$ cat src/rtl/hazard_ctrl.sv
// hazard_ctrl -- pipeline hazard/stall controller.
//
// Drives the stall and flush controls of the IF/ID, ID/EXE and EXE/MEM pipeline
// registers. It covers four hazard causes, highest priority first:
//   data-memory busy > multicycle divide > taken redirect > load-use.
// It also contains a divider watchdog and saturating per-cause stall counters.
//
// Ports
//   clk, nrst                  rising-edge clock, asynchronous active-low reset
//   id_rs1/id_rs2              source registers of the ID instruction
//   id_use_rs1/id_use_rs2      ID instruction really reads rs1 / rs2
//   exe_rd/exe_wr_en           EXE destination register / regfile write enable
//   exe_is_ltype               EXE instruction is a load
//   exe_div_valid              divide launched from EXE this cycle
//   div_done                   divider result valid (1-cycle pulse)
//   dmem_busy                  data memory not ready, MEM stage must hold
//   exe_redirect               taken branch/jump resolved in EXE
//   stall_if/stall_id/stall_exe        hold the corresponding pipeline stage
//   flush_ifid/flush_idexe/flush_exemem bubble the corresponding register
//   div_err                    1-cycle pulse when the divider watchdog expires
//   cnt_lu/cnt_div/cnt_mem     saturating stall-cycle counters per cause
module hazard_ctrl #(
  parameter int DIV_MAX_CYC = 40,
  parameter int CNT_W       = 32
) (
  input  logic             clk,
  input  logic             nrst,
  input  logic [4:0]       id_rs1,
  input  logic [4:0]       id_rs2,
  input  logic             id_use_rs1,
  input  logic             id_use_rs2,
  input  logic [4:0]       exe_rd,
  input  logic             exe_wr_en,
  input  logic             exe_is_ltype,
  input  logic             exe_div_valid,
  input  logic             div_done,
  input  logic             dmem_busy,
  input  logic             exe_redirect,
  output logic             stall_if,
  output logic             stall_id,
  output logic             stall_exe,
  output logic             flush_ifid,
  output logic             flush_idexe,
  output logic             flush_exemem,
  output logic             div_err,
  output logic [CNT_W-1:0] cnt_lu,
  output logic [CNT_W-1:0] cnt_div,
  output logic [CNT_W-1:0] cnt_mem
);

  localparam int WD_W = $clog2(DIV_MAX_CYC + 1);
  localparam logic [WD_W-1:0] WD_LIM = WD_W'(DIV_MAX_CYC);
  localparam logic [WD_W-1:0] WD_ONE = WD_W'(1);

  typedef enum logic [1:0] {S_RUN, S_DIV, S_MEM} state_t;

  state_t          state, state_nxt;
  logic            div_pend, div_pend_nxt;   // a divide is outstanding
  logic            done_lat, done_lat_nxt;   // div_done seen while not in S_DIV
  logic [WD_W-1:0] wd, wd_nxt;               // divide-stall cycles so far
  logic [WD_W-1:0] wd_inc;
  logic            err_nxt;
  logic            inc_lu, inc_div, inc_mem;
  logic            launch, div_active, done_any, lu_hit;
  logic            sif_c, sid_c, sexe_c, fifid_c, fidexe_c, fexemem_c;

  function automatic logic [CNT_W-1:0] sat_inc(input logic [CNT_W-1:0] v);
    return (&v) ? v : v + {{(CNT_W-1){1'b0}}, 1'b1};
  endfunction

  // A launch only counts from S_RUN; in the other states the divider is
  // already owned by the instruction being held in EXE.
  assign launch     = (state == S_RUN) && exe_div_valid;
  // A completion seen in S_RUN belongs to no launch of this cycle, so it is
  // only honoured once a divide is actually being waited on.
  assign done_any   = (state != S_RUN) && (div_done || done_lat);
  assign div_active = (state == S_DIV) || ((state == S_MEM) && div_pend) || launch;
  // The launch cycle itself is the first divide-stall cycle.
  assign wd_inc     = (launch ? '0 : wd) + WD_ONE;

  assign lu_hit = exe_is_ltype && exe_wr_en && (exe_rd != 5'd0) &&
                  ((id_use_rs1 && (id_rs1 == exe_rd)) ||
                   (id_use_rs2 && (id_rs2 == exe_rd)));

  always_comb begin
    state_nxt    = state;
    div_pend_nxt = div_pend;
    done_lat_nxt = done_lat;
    wd_nxt       = wd;
    err_nxt      = 1'b0;
    inc_lu       = 1'b0;
    inc_div      = 1'b0;
    inc_mem      = 1'b0;
    sif_c        = 1'b0;
    sid_c        = 1'b0;
    sexe_c       = 1'b0;
    fifid_c      = 1'b0;
    fidexe_c     = 1'b0;
    fexemem_c    = 1'b0;

    if (dmem_busy) begin
      // Whole pipeline freezes; a redirect waiting in EXE is re-presented later.
      sif_c     = 1'b1;
      sid_c     = 1'b1;
      sexe_c    = 1'b1;
      inc_mem   = 1'b1;
      state_nxt = S_MEM;
      if (launch) begin
        div_pend_nxt = 1'b1;
        wd_nxt       = '0;
        done_lat_nxt = 1'b0;
      end else begin
        done_lat_nxt = done_lat || div_done;
      end
    end else if (div_active && !done_any) begin
      // Hold the divide in EXE and feed bubbles into MEM. The watchdog is
      // frozen during memory stalls and only counts divide-stall cycles.
      sif_c     = 1'b1;
      sid_c     = 1'b1;
      sexe_c    = 1'b1;
      fexemem_c = 1'b1;
      inc_div   = 1'b1;
      done_lat_nxt = 1'b0;
      if (wd_inc == WD_LIM) begin
        err_nxt      = 1'b1;
        state_nxt    = S_RUN;
        div_pend_nxt = 1'b0;
        wd_nxt       = '0;
      end else begin
        state_nxt    = S_DIV;
        div_pend_nxt = 1'b1;
        wd_nxt       = wd_inc;
      end
    end else begin
      if (div_active) begin
        // Divide result consumed: release the stall in this same cycle.
        div_pend_nxt = 1'b0;
        done_lat_nxt = 1'b0;
        wd_nxt       = '0;
      end else begin
        done_lat_nxt = done_lat || div_done;
      end
      state_nxt = S_RUN;
      if (exe_redirect) begin
        fifid_c  = 1'b1;
        fidexe_c = 1'b1;
      end else if (lu_hit) begin
        // One bubble is enough: the load moves to MEM and the match clears.
        sif_c    = 1'b1;
        sid_c    = 1'b1;
        fidexe_c = 1'b1;
        inc_lu   = 1'b1;
      end
    end
  end

  // Outputs are forced low while reset is held, independent of the inputs.
  assign stall_if     = nrst && sif_c;
  assign stall_id     = nrst && sid_c;
  assign stall_exe    = nrst && sexe_c;
  assign flush_ifid   = nrst && fifid_c;
  assign flush_idexe  = nrst && fidexe_c;
  assign flush_exemem = nrst && fexemem_c;

  // ---- state register boundary ----
  always_ff @(posedge clk or negedge nrst) begin
    if (!nrst) begin
      state    <= S_RUN;
      div_pend <= 1'b0;
      done_lat <= 1'b0;
      wd       <= '0;
      div_err  <= 1'b0;
      cnt_lu   <= '0;
      cnt_div  <= '0;
      cnt_mem  <= '0;
    end else begin
      state    <= state_nxt;
      div_pend <= div_pend_nxt;
      done_lat <= done_lat_nxt;
      wd       <= wd_nxt;
      div_err  <= err_nxt;
      if (inc_lu)  cnt_lu  <= sat_inc(cnt_lu);
      if (inc_div) cnt_div <= sat_inc(cnt_div);
      if (inc_mem) cnt_mem <= sat_inc(cnt_mem);
    end
  end

endmodule
$ cat config.mk
export PLATFORM = sky130hd
export DESIGN_NAME = hazard_ctrl
export DESIGN_NICKNAME = d
export VERILOG_FILES = /design/src/rtl/hazard_ctrl.sv
export SDC_FILE = /design/constraint.sdc
export NUM_CORES = 1
export LEC_CHECK = 0
export BUFFER_PORTS_ARGS = -buffer_cell sky130_fd_sc_hd__buf_2
export CAP_MARGIN = 20
export CORE_UTILIZATION = 30
export DETAILED_ROUTE_END_ITERATION = 12
export GPL_ROUTABILITY_DRIVEN = 0
export PLACE_DENSITY = 0.64
export SYNTH_ARGS = -nofsm -noshare
export SYNTH_HDL_FRONTEND = slang
export SYNTH_SLANG_ARGS = --single-unit
$ cat constraint.sdc
create_clock -name clk -period 2.25 [get_ports clk]
set_input_delay 0.1125 -clock clk [delete_from_list [all_inputs] [get_ports clk]]
set_output_delay 0.1125 -clock clk [all_outputs]
set_load 0.02 [all_outputs]
==> impl_metrics.tcl, run 1 <==
set metrics [dict create \
    status "finished clean" \
    drv_cap 0 \
    fp.dieW_um 135 \
    initial_utilization_pct 30.8 \
    dp_cells 889 \
    switchingPower_mw 1.31 \
    drc 0 \
    via_per_inst 4.85 \
    cts_made_buffers 9 \
    wl_um 12900 \
    fin_crit_ns 2.15 \
    syn_area_mm2 0.00534 \
    powerDensity_mw_per_mm2 672 \
    yosys.area.top_type "dfrtp_1" \
    end_kind "register" \
    drtIter0Drc 176 \
    drt_pass1_iterations 4 \
    p_comb_share_pct 16.7 \
    path_max_fanout 10 \
    wl_per_cell_um 14.1 \
    syn2layout_area_growth_pct 30.1 \
    antenna_found_initial 0 \
    io-pin-count 128 \
    cts_root_buf "clkbuf_16" \
    async_flop_share_pct 100 \
    grt_pass1_wl_um 21100 \
    path_delay_family "simple AND/OR/NAND/NOR gates" \
    critical_path_arrival_ns 2.38 \
    synth_enable_flop_cells 0 \
    dpl-instance-area_mm2 0.00652 \
    required_ns 2.48 \
    drive_gt1_share_pct 30.8 \
    grt_max_degree 47 \
    fin_area_mm2 0.00695 \
    critical_path_class "register to register" \
    tns_ns 0 \
    crit_buf_inv 1 \
    drv_slew 0 \
    final_nets 710 \
    synth-seq-cells 107 \
    max_stage_delay_ns 0.59 \
    synth-warning-count 0 \
    cpMaxStageDelayCell "or4_4" \
    path_cells "nand3_1 > or4_4 > nor4_4 > buf_4 > nor2_4 > and4_1 > xor2_1" \
    ant_nets 0 \
    ys_top_cells_by_area "dfrtp_1, xnor2_1, xor2_1" \
    syn_inst 512 \
    rsz0062_at_grt "true" \
    fillCellCount 1711 \
    fin_skew_ns 0.0107 \
    cts_sinks 107 \
    min_path_type "input pin to register" \
    seq_area_frac_synth_pct 50.1 \
    grt_usage_pct 14.6 \
    port-buffer-count 127 \
    worstMarginPinSlew_ns 0.545 \
    p_clk_share_pct 35.8 \
    cts-htree-levels 3 \
    setup_viol 0 \
    grt_pass1_vias 4239 \
    maxSlewHeadroom_pct 63.6 \
    p_int_mw 3.37 \
    final_cell_count_no_fill 911 \
    yosysTopAreaCellShare_pct 50.1 \
    die_y_um 135 \
    grt.overflow.total 0 \
    peakVddDrop_mv 0.664 \
    ys_types 55 \
    clkLatencyLatePin_ns 0.35 \
    synthFlopType "dfrtp_1" \
    dp_hpwl_um 9400 \
    hold_viol_final 0 \
    switching_share_pct 28.0 \
    p_leak_nw 3.44 \
    worstSetupStartpointType "register" \
    num_rows 48 \
    clk_pin_slew_ns 0.07 \
    cts_max_path_buffers 2 \
    syn-num-nets 541 \
    vias 4417 \
    period_share_pct 95.6 \
    fmax_ghz 0.465 \
    avgSynthCellArea_um2 10.4 \
    seqPwrFrac_pct 47.5 \
    core_area_mm2 0.0174 \
    dieArea_mm2 0.0184 \
    cts_tree "built" \
    diodes 0 \
]
==> area by class of cell <==
type	instances	area [um2]	area share [%]
inverters	9	33.8	0.486
clock inverters	4	75.1	1.08
well taps	225	282	4.05
clock buffers	12	236	3.40
multi-input cells	385	2650	38.1
flip-flops and latches	107	2680	38.5
repair buffers	169	1000	14.4
==> per-layer routing <==
metal / track usage, % / share of wire, % / routed length (um) / up-vias
met5: 0 / 0 / 0 / -
met4: 4.37 / 1.1 / 137 / 0
met3: 3.22 / 5.3 / 683 / 9
met2: 22.3 / 45 / 5770 / 111
met1: 20.5 / 49 / 6270 / 2139
li1: - / - / - / 2158
==> logic make-up (layout without fill, tap and decap cells) <==
logic type	Yosys count	in the layout	synth area share, %
flops	107	107	50.1
buf+inv	20	194	1.64
compound gates	37	37	5.39
xor+xnor	99	99	16.2
simple gates	241	241	24.9
mux	4	4	0.843
fa+ha+maj	4	4	0.937
==> power groups by stage <==
| stage | Sequential [mW] | Combinational [mW] | Clock [mW] |
|---|---|---|---|
| floorplan | 2.37 | 0.313 | 0 |
| global placement | 2.25 | 0.752 | 0 |
| detailed placement | 2.25 | 0.765 | 0 |
| CTS | 2.22 | 0.773 | 1.74 |
| global route | 2.24 | 0.875 | 1.82 |
| finish | 2.22 | 0.780 | 1.67 |
==> registers in the layout (all words and copies together) (netlist names) <==
name and flops:
div_err 1, div_pend 1, cnt_lu 32, cnt_div 32, wd 6, cnt_mem 32
done_lat 1, state 2
==> Yosys cell counts, types with 2 or more instances <==
| master | n |
|---|---|
| ha_1 | 4 |
| xnor2_1 | 63 |
| clkbuf_1 | 5 |
| and2_1 | 7 |
| a311oi_1 | 2 |
| nand2_1 | 48 |
| or4_1 | 3 |
| a21oi_1 | 12 |
| nor2_1 | 33 |
| nor3_1 | 17 |
| inv_1 | 9 |
| buf_4 | 2 |
| and4_1 | 11 |
| nand4_1 | 32 |
| nor4_1 | 8 |
| buf_2 | 4 |
| o21ai_0 | 4 |
| nand3_1 | 37 |
| and3_1 | 23 |
| or3_1 | 2 |
| o21a_1 | 2 |
| mux2_2 | 4 |
| a211oi_1 | 3 |
| dfrtp_1 | 107 |
| nor4b_1 | 3 |
| a41oi_1 | 2 |
| xor2_1 | 36 |
| nor3b_1 | 2 |
==> repair_timing <==
item	CTS	global route
endpoints found under the setup margin	3	16
gates resized for setup	6	10
setup buffers	0	5
hold endpoints to repair	36	0
pin swaps	1	9
hold buffers	1	0
==> placed cells by master (no fill, tap or decap), types with 3 or more instances in the layout <==
master	Yosys	layout
nand4_1	32	32
nor4_1	8	7
a21oi_1	12	12
and2_1	7	5
nor3_1	17	14
dfrtp_1	107	106
buf_2	4	125
clkbuf_16	0	9
xnor2_1	63	63
a211oi_1	3	3
nor2_1	33	32
buf_12	0	3
nor3_2	0	3
o21ai_0	4	3
xor2_1	36	36
nand2_1	48	48
and4_1	11	10
mux2_2	4	4
and3_1	23	23
inv_1	9	9
clkbuf_1	5	3
ha_1	4	3
nand3_1	37	37
buf_4	2	39
==> through the flow <==
step / worst slack (ns) / power [mW] / hold WS (ns) / utilization (%)
after floorplan: 0.0456 / 2.68 / -0.183 / -
after global placement: 0.0918 / 3.01 / 0.137 / 37.6
after detailed placement: -0.0379 / 3.02 / 0.142 / 37.6
after CTS: 0.0000644 / 4.73 / 0.00105 / 39.6
after global routing: -0.0210 / 4.94 / 0.0167 / 40.1
final: 0.0988 / 4.68 / 0.0201 / 40.1
==> final timing paths <==
check	start	to	slack [ns]	depth (start not counted)
max	cnt_div[9]	cnt_div[4]	0.1	7
min	div_done	done_lat	0.02	2
max reg2reg	cnt_div[9]	cnt_div[4]	0.1	7
min reg2reg	cnt_mem[14]	cnt_mem[14]	0.48	1
max in group asynchronous	nrst	cnt_div[21]	1.17	3
min in group asynchronous	nrst	cnt_mem[11]	0.33	2
Note: power is estimated with default switching activity, not from simulation.
==> run 2: changes to the inputs <==
--- a/config.mk
+++ b/config.mk
@@ -10,6 +10,7 @@
 export CORE_UTILIZATION = 30
 export DETAILED_ROUTE_END_ITERATION = 12
 export GPL_ROUTABILITY_DRIVEN = 0
+export MAX_ROUTING_LAYER = met4
 export PLACE_DENSITY = 0.64
 export SYNTH_ARGS = -nofsm -noshare
 export SYNTH_HDL_FRONTEND = slang
==> run 2 against run 1 <==
Worst setup slack got worse by 0.0049 ns. Clock skew rose by 0.0023 ns. Largest power group unchanged. Critical path type is now register to output pin. Largest cell class unchanged. Combinational power barely moved. Non-clock buffer count did not move. Die area did not move. Hold slack improved by 0.0018 ns.
==> impl_metrics.tcl, run 2 (synthesis gave the netlist of run 1 again) <==
set metrics [dict create \
    status "finished clean" \
    drt_pass1_iterations 4 \
    syn2layout_area_growth_pct 30.1 \
    r2r-start "cnt_div[9]" \
    drv_cap 0 \
    dp_cells 889 \
    fmax_ghz 0.464 \
    wl_per_cell_um 14.1 \
    min-delay-start "div_done" \
    tns_ns 0 \
    fin_crit_ns 2.16 \
    drtIter0Drc 188 \
    fin_ws_ns 0.0939 \
    final_cell_count_no_fill 911 \
    gr-usage-met1_pct 20.5 \
    min_path_type "input pin to register" \
    top_usage_layer "met2" \
    layout_commonest_cell "buf_2" \
    critical_path_class "register to output pin" \
    crit_buf_inv 2 \
    port-buffer-count 127 \
    grt_util_met3_pct 3.22 \
    drive_gt1_share_pct 30.8 \
    fp.dieW_um 135 \
    fin_skew_ns 0.0130 \
    final_cell_mix "buf_2, dfrtp_1, xnor2_1, nand2_1, buf_4" \
    diodes 0 \
    io-pin-count 128 \
    final_nets 710 \
    cts_made_buffers 9 \
    cpMaxStageDelayCell "or4b_4" \
    hold_viol_final 0 \
    fin_area_mm2 0.00695 \
    drv_slew 0 \
    ant_nets 0 \
    cp-startpoint "state[1]" \
    grt.overflow.total 0 \
    initial_utilization_pct 30.8 \
    dpl-instance-area_mm2 0.00652 \
    end_kind "output pin" \
    path_delay_family "simple AND/OR/NAND/NOR gates" \
    core_area_mm2 0.0174 \
    fin_total_pwr_mw 4.68 \
    grt_pass1_vias 4232 \
    p_leak_nw 3.44 \
    wl_um 12800 \
    path_max_fanout 6 \
    maxSlewHeadroom_pct 63.6 \
    cts_sinks 107 \
    period_share_pct 95.8 \
    cts-htree-levels 3 \
    cts_root_buf "clkbuf_16" \
    vias 4413 \
    grt_usage_pct 15.0 \
    setup_viol 0 \
    path_cells "or4b_4 > o211ai_4 > buf_6 > and2b_4 > and2_1 > buf_4" \
    worstMarginPinSlew_ns 0.546 \
    dieArea_mm2 0.0184 \
    fin_util_pct 40.1 \
    powerDensity_mw_per_mm2 673 \
    critical_path_arrival_ns 2.04 \
    dp_hpwl_um 9400 \
    met2_usage_pct 22.3 \
    grt_max_degree 47 \
    cts_max_path_buffers 2 \
    required_ns 2.14 \
    clk_pin_slew_ns 0.07 \
    top_regs "cnt_div (32), cnt_lu (32), cnt_mem (32)" \
    die_y_um 135 \
    worstSetupStartpointType "register" \
    peakVddDrop_mv 0.664 \
    drc 0 \
    via_per_inst 4.84 \
    rsz0062_at_grt "true" \
    max_stage_delay_ns 0.55 \
    num_rows 48 \
    cts_tree "built" \
    grt_pass1_wl_um 21100 \
    place_ws_ns -0.0379 \
    hold_slack_ns 0.0219 \
    antenna_found_initial 0 \
    fillCellCount 1711 \
    clkLatencyLatePin_ns 0.35 \
]
==> run 2: cell counts in the layout (fill, tap and decap cells not counted) <==
No cell type changed its count.
==> run 2: routing by layer <==
layer / vias to the layer above / wire length, um
li1: 2158 / -
met1: 2145 / 6380
met2: 99 / 5760
met3: 11 / 568
met4: 0 / 136
met5: - / 0
==> run 2: where the power goes <==
group	switching, mW	internal (mW)
Combinational	0.452	0.329
Sequential	0.163	2.06
Clock	0.700	0.978
==> run 2: path summary, 6_finish.rpt <==
kind	endpoint	slack, ns	cells past startpoint
max in group asynchronous	cnt_div[21]	1.17	3
min in group asynchronous	cnt_mem[11]	0.33	2
worst min-delay path	done_lat	0.02	2
worst min register to register	cnt_mem[14]	0.48	1
worst max register to register	cnt_div[4]	0.10	7
worst max-delay path	flush_exemem	0.09	6
==> run 2: layout make-up <==
type | instances | area (um2) | area share (%)
Clock buffer | 12 | 236 | 3.40
Sequential cell | 107 | 2680 | 38.5
Clock inverter | 4 | 75.1 | 1.08
Tap cell | 225 | 282 | 4.05
Inverter | 9 | 33.8 | 0.486
Multi-Input combinational cell | 385 | 2650 | 38.1
Timing Repair Buffer | 169 | 1000 | 14.4
==> run 2: worst register-to-register path: cells and delay by family, from the launching register on <==
family / cells / cell delay (ns)
simple gates: 5 / 1.29
buf+inv: 1 / 0.17
flops: 1 / 0.46
xor+xnor: 1 / 0.14
==> run 2: what timing repair did <==
item | CTS | global route
gates resized for setup | 6 | 10
hold endpoints to repair | 36 | 0
hold buffers | 1 | 0
pin swaps | 1 | 9
buffers inserted | 0 | 5
gates cloned | 0 | 0
setup endpoints to repair | 3 | 16
==> run 3: changes to the inputs <==
--- a/config.mk
+++ b/config.mk
@@ -7,6 +7,7 @@
 export LEC_CHECK = 0
 export BUFFER_PORTS_ARGS = -buffer_cell sky130_fd_sc_hd__buf_2
 export CAP_MARGIN = 20
+export CORE_MARGIN = 1.5
 export CORE_UTILIZATION = 30
 export DETAILED_ROUTE_END_ITERATION = 12
 export GPL_ROUTABILITY_DRIVEN = 0
==> run 3 against run 2 <==
Clock skew down 0.0047 ns. Sequential share of layout area up 0.14 points. Sequential power about the same. Die area up 1.5%. Critical path depth up 2. Register-to-register slack about the same.
==> impl_metrics.tcl, run 3 (synthesis gave the netlist of run 1 again) <==
set metrics [dict create \
    path_depth 8 \
    drtIter0Drc 193 \
    drive_gt1_share_pct 31.3 \
    worstMarginPinSlew_ns 0.769 \
    fin_crit_ns 2.15 \
    p_leak_nw 3.43 \
    cts_root_buf "clkbuf_16" \
    peakVddDrop_mv 0.532 \
    critical_path_arrival_ns 2.04 \
    seq_area_mm2 0.00268 \
    rsz0062_at_grt "true" \
    fin_util_pct 39.9 \
    topRoutingLayerUsed "met4" \
    cts-htree-levels 3 \
    drv_slew 0 \
    fp.dieW_um 136 \
    tns_ns 0 \
    required_ns 2.14 \
    syn2layout_area_growth_pct 29.7 \
    grt.overflow.total 0 \
    rrSetupSlack_ns 0.1 \
    antenna_found_initial 0 \
    ant_nets 0 \
    drv_cap 0 \
    min_to "state[1]" \
    drc 0 \
    place_ws_ns -0.0418 \
    fin_skew_ns 0.00839 \
    status "finished clean" \
    end_kind "output pin" \
    core_area_mm2 0.0174 \
    period_share_pct 95.6 \
    grt_pass1_vias 4125 \
    hold_viol_final 0 \
    hold_slack_ns 0.129 \
    dp_hpwl_um 9520 \
    path_delay_family "buffers and inverters" \
    layout_commonest_cell "buf_2" \
    dpl-instance-area_mm2 0.00651 \
    fillCellCount 1706 \
    io-pin-count 128 \
    crit_buf_inv 5 \
    diodes 0 \
    cts_tree "built" \
    wl_per_cell_um 14.0 \
    wl_met1_um 6260 \
    setup_viol 0 \
    worstSetupStartpointType "input pin" \
    powerDensity_mw_per_mm2 666 \
    met2_wirelength_um 5800 \
    final_nets 713 \
    drt_pass1_iterations 4 \
    path_max_fanout 6 \
    fin_ws_ns 0.0981 \
    port-buffer-count 127 \
    multi_input_area_mm2 0.00264 \
    wl_um 12800 \
    via_per_inst 4.87 \
    cts_max_path_buffers 2 \
    clk_pin_slew_ns 0.07 \
    clkLatencyLatePin_ns 0.34 \
    min-delay-start "dmem_busy" \
    max_stage_delay_ns 0.56 \
    final_cell_mix "buf_2, dfrtp_1, xnor2_1, nand2_1, buf_4" \
    dieArea_mm2 0.0186 \
    r2r-start "cnt_div[5]" \
    initial_utilization_pct 30.8 \
    critical_path_class "input pin to output pin" \
    ff2ff_path_depth 6 \
    cpMaxStageDelayCell "dlygate4sd3_1" \
    maxSlewHeadroom_pct 48.8 \
    wl_met3_um 576 \
    cts_made_buffers 9 \
    grt_usage_pct 14.5 \
    whs_path_depth 2 \
    min_path_type "input pin to register" \
    r2r_end "cnt_div[4]" \
    top_regs "cnt_div (32), cnt_lu (32), cnt_mem (32)" \
    grt_pass1_wl_um 20700 \
    vias 4446 \
    num_rows 48 \
    cts_sinks 107 \
    fin_area_mm2 0.00693 \
    path_cells "dlygate4sd3_1 > buf_2 > or4b_4 > o211ai_4 > buf_4 > buf_4 > o31a_2 > buf_2" \
    grt_max_degree 61 \
    die_y_um 136 \
    fmax_ghz 0.465 \
]
## run 3: metrics by stage
step | std cells | power, mW
after floorplan | 512 | 2.68
after global placement | 890 | 2.99
after detailed placement | 890 | 3.01
after CTS | 907 | 4.65
after global routing | 913 | 4.86
final | 913 | 4.61
## run 3: where the power goes
part / internal (mW) / switching, mW / leakage (nW)
logic: 0.327 / 0.454 / 1.84
clock network: 0.896 / 0.721 / 0.149
registers: 2.06 / 0.157 / 1.44
total: 3.28 / 1.33 / 3.43
## run 3: timing repair
item                       4_1_cts  5_1_grt
hold buffers                     2        0
setup endpoints to repair        7       32
pin swaps                        1        7
setup buffers                    0        6
resized for setup                3       13
hold endpoints to repair        13        0
## run 3: area by class of cell
cell class,instances,share of cell area [%]
Multi-Input combinational cell,385,38.1
Clock inverter,5,0.884
Sequential cell,107,38.7
Timing Repair Buffer,172,14.4
Inverter,9,0.487
Tap cell,225,4.06
Clock buffer,10,3.45
## run 3: how the worst max path moves through the flow
stage / startpoint / to / slack [ns]
after floorplan: cnt_div[1] / cnt_div[4] / 0.05
after global placement: state[1] / cnt_div[31] / -0.003
after detailed placement: state[1] / cnt_div[21] / -0.04
after CTS: state[1] / wd[3] / -0.01
after global routing: div_done / cnt_div[21] / -0.005
final: div_done / stall_if / 0.1
## run 3: metal layers
layer,vias up,global-route usage [%]
li1,2164,-
met1,2162,19.9
met2,108,21.6
met3,12,2.50
met4,0,4.79
met5,-,-
## run 3: worst reg2reg max path, stage by stage (launching register included)
cell and delay (ns):
dfrtp_1 0.43, nand4_1 0.20, or4_4 0.56, nor4_4 0.37
nor2_4 0.12, and4_1 0.23, xor2_1 0.13
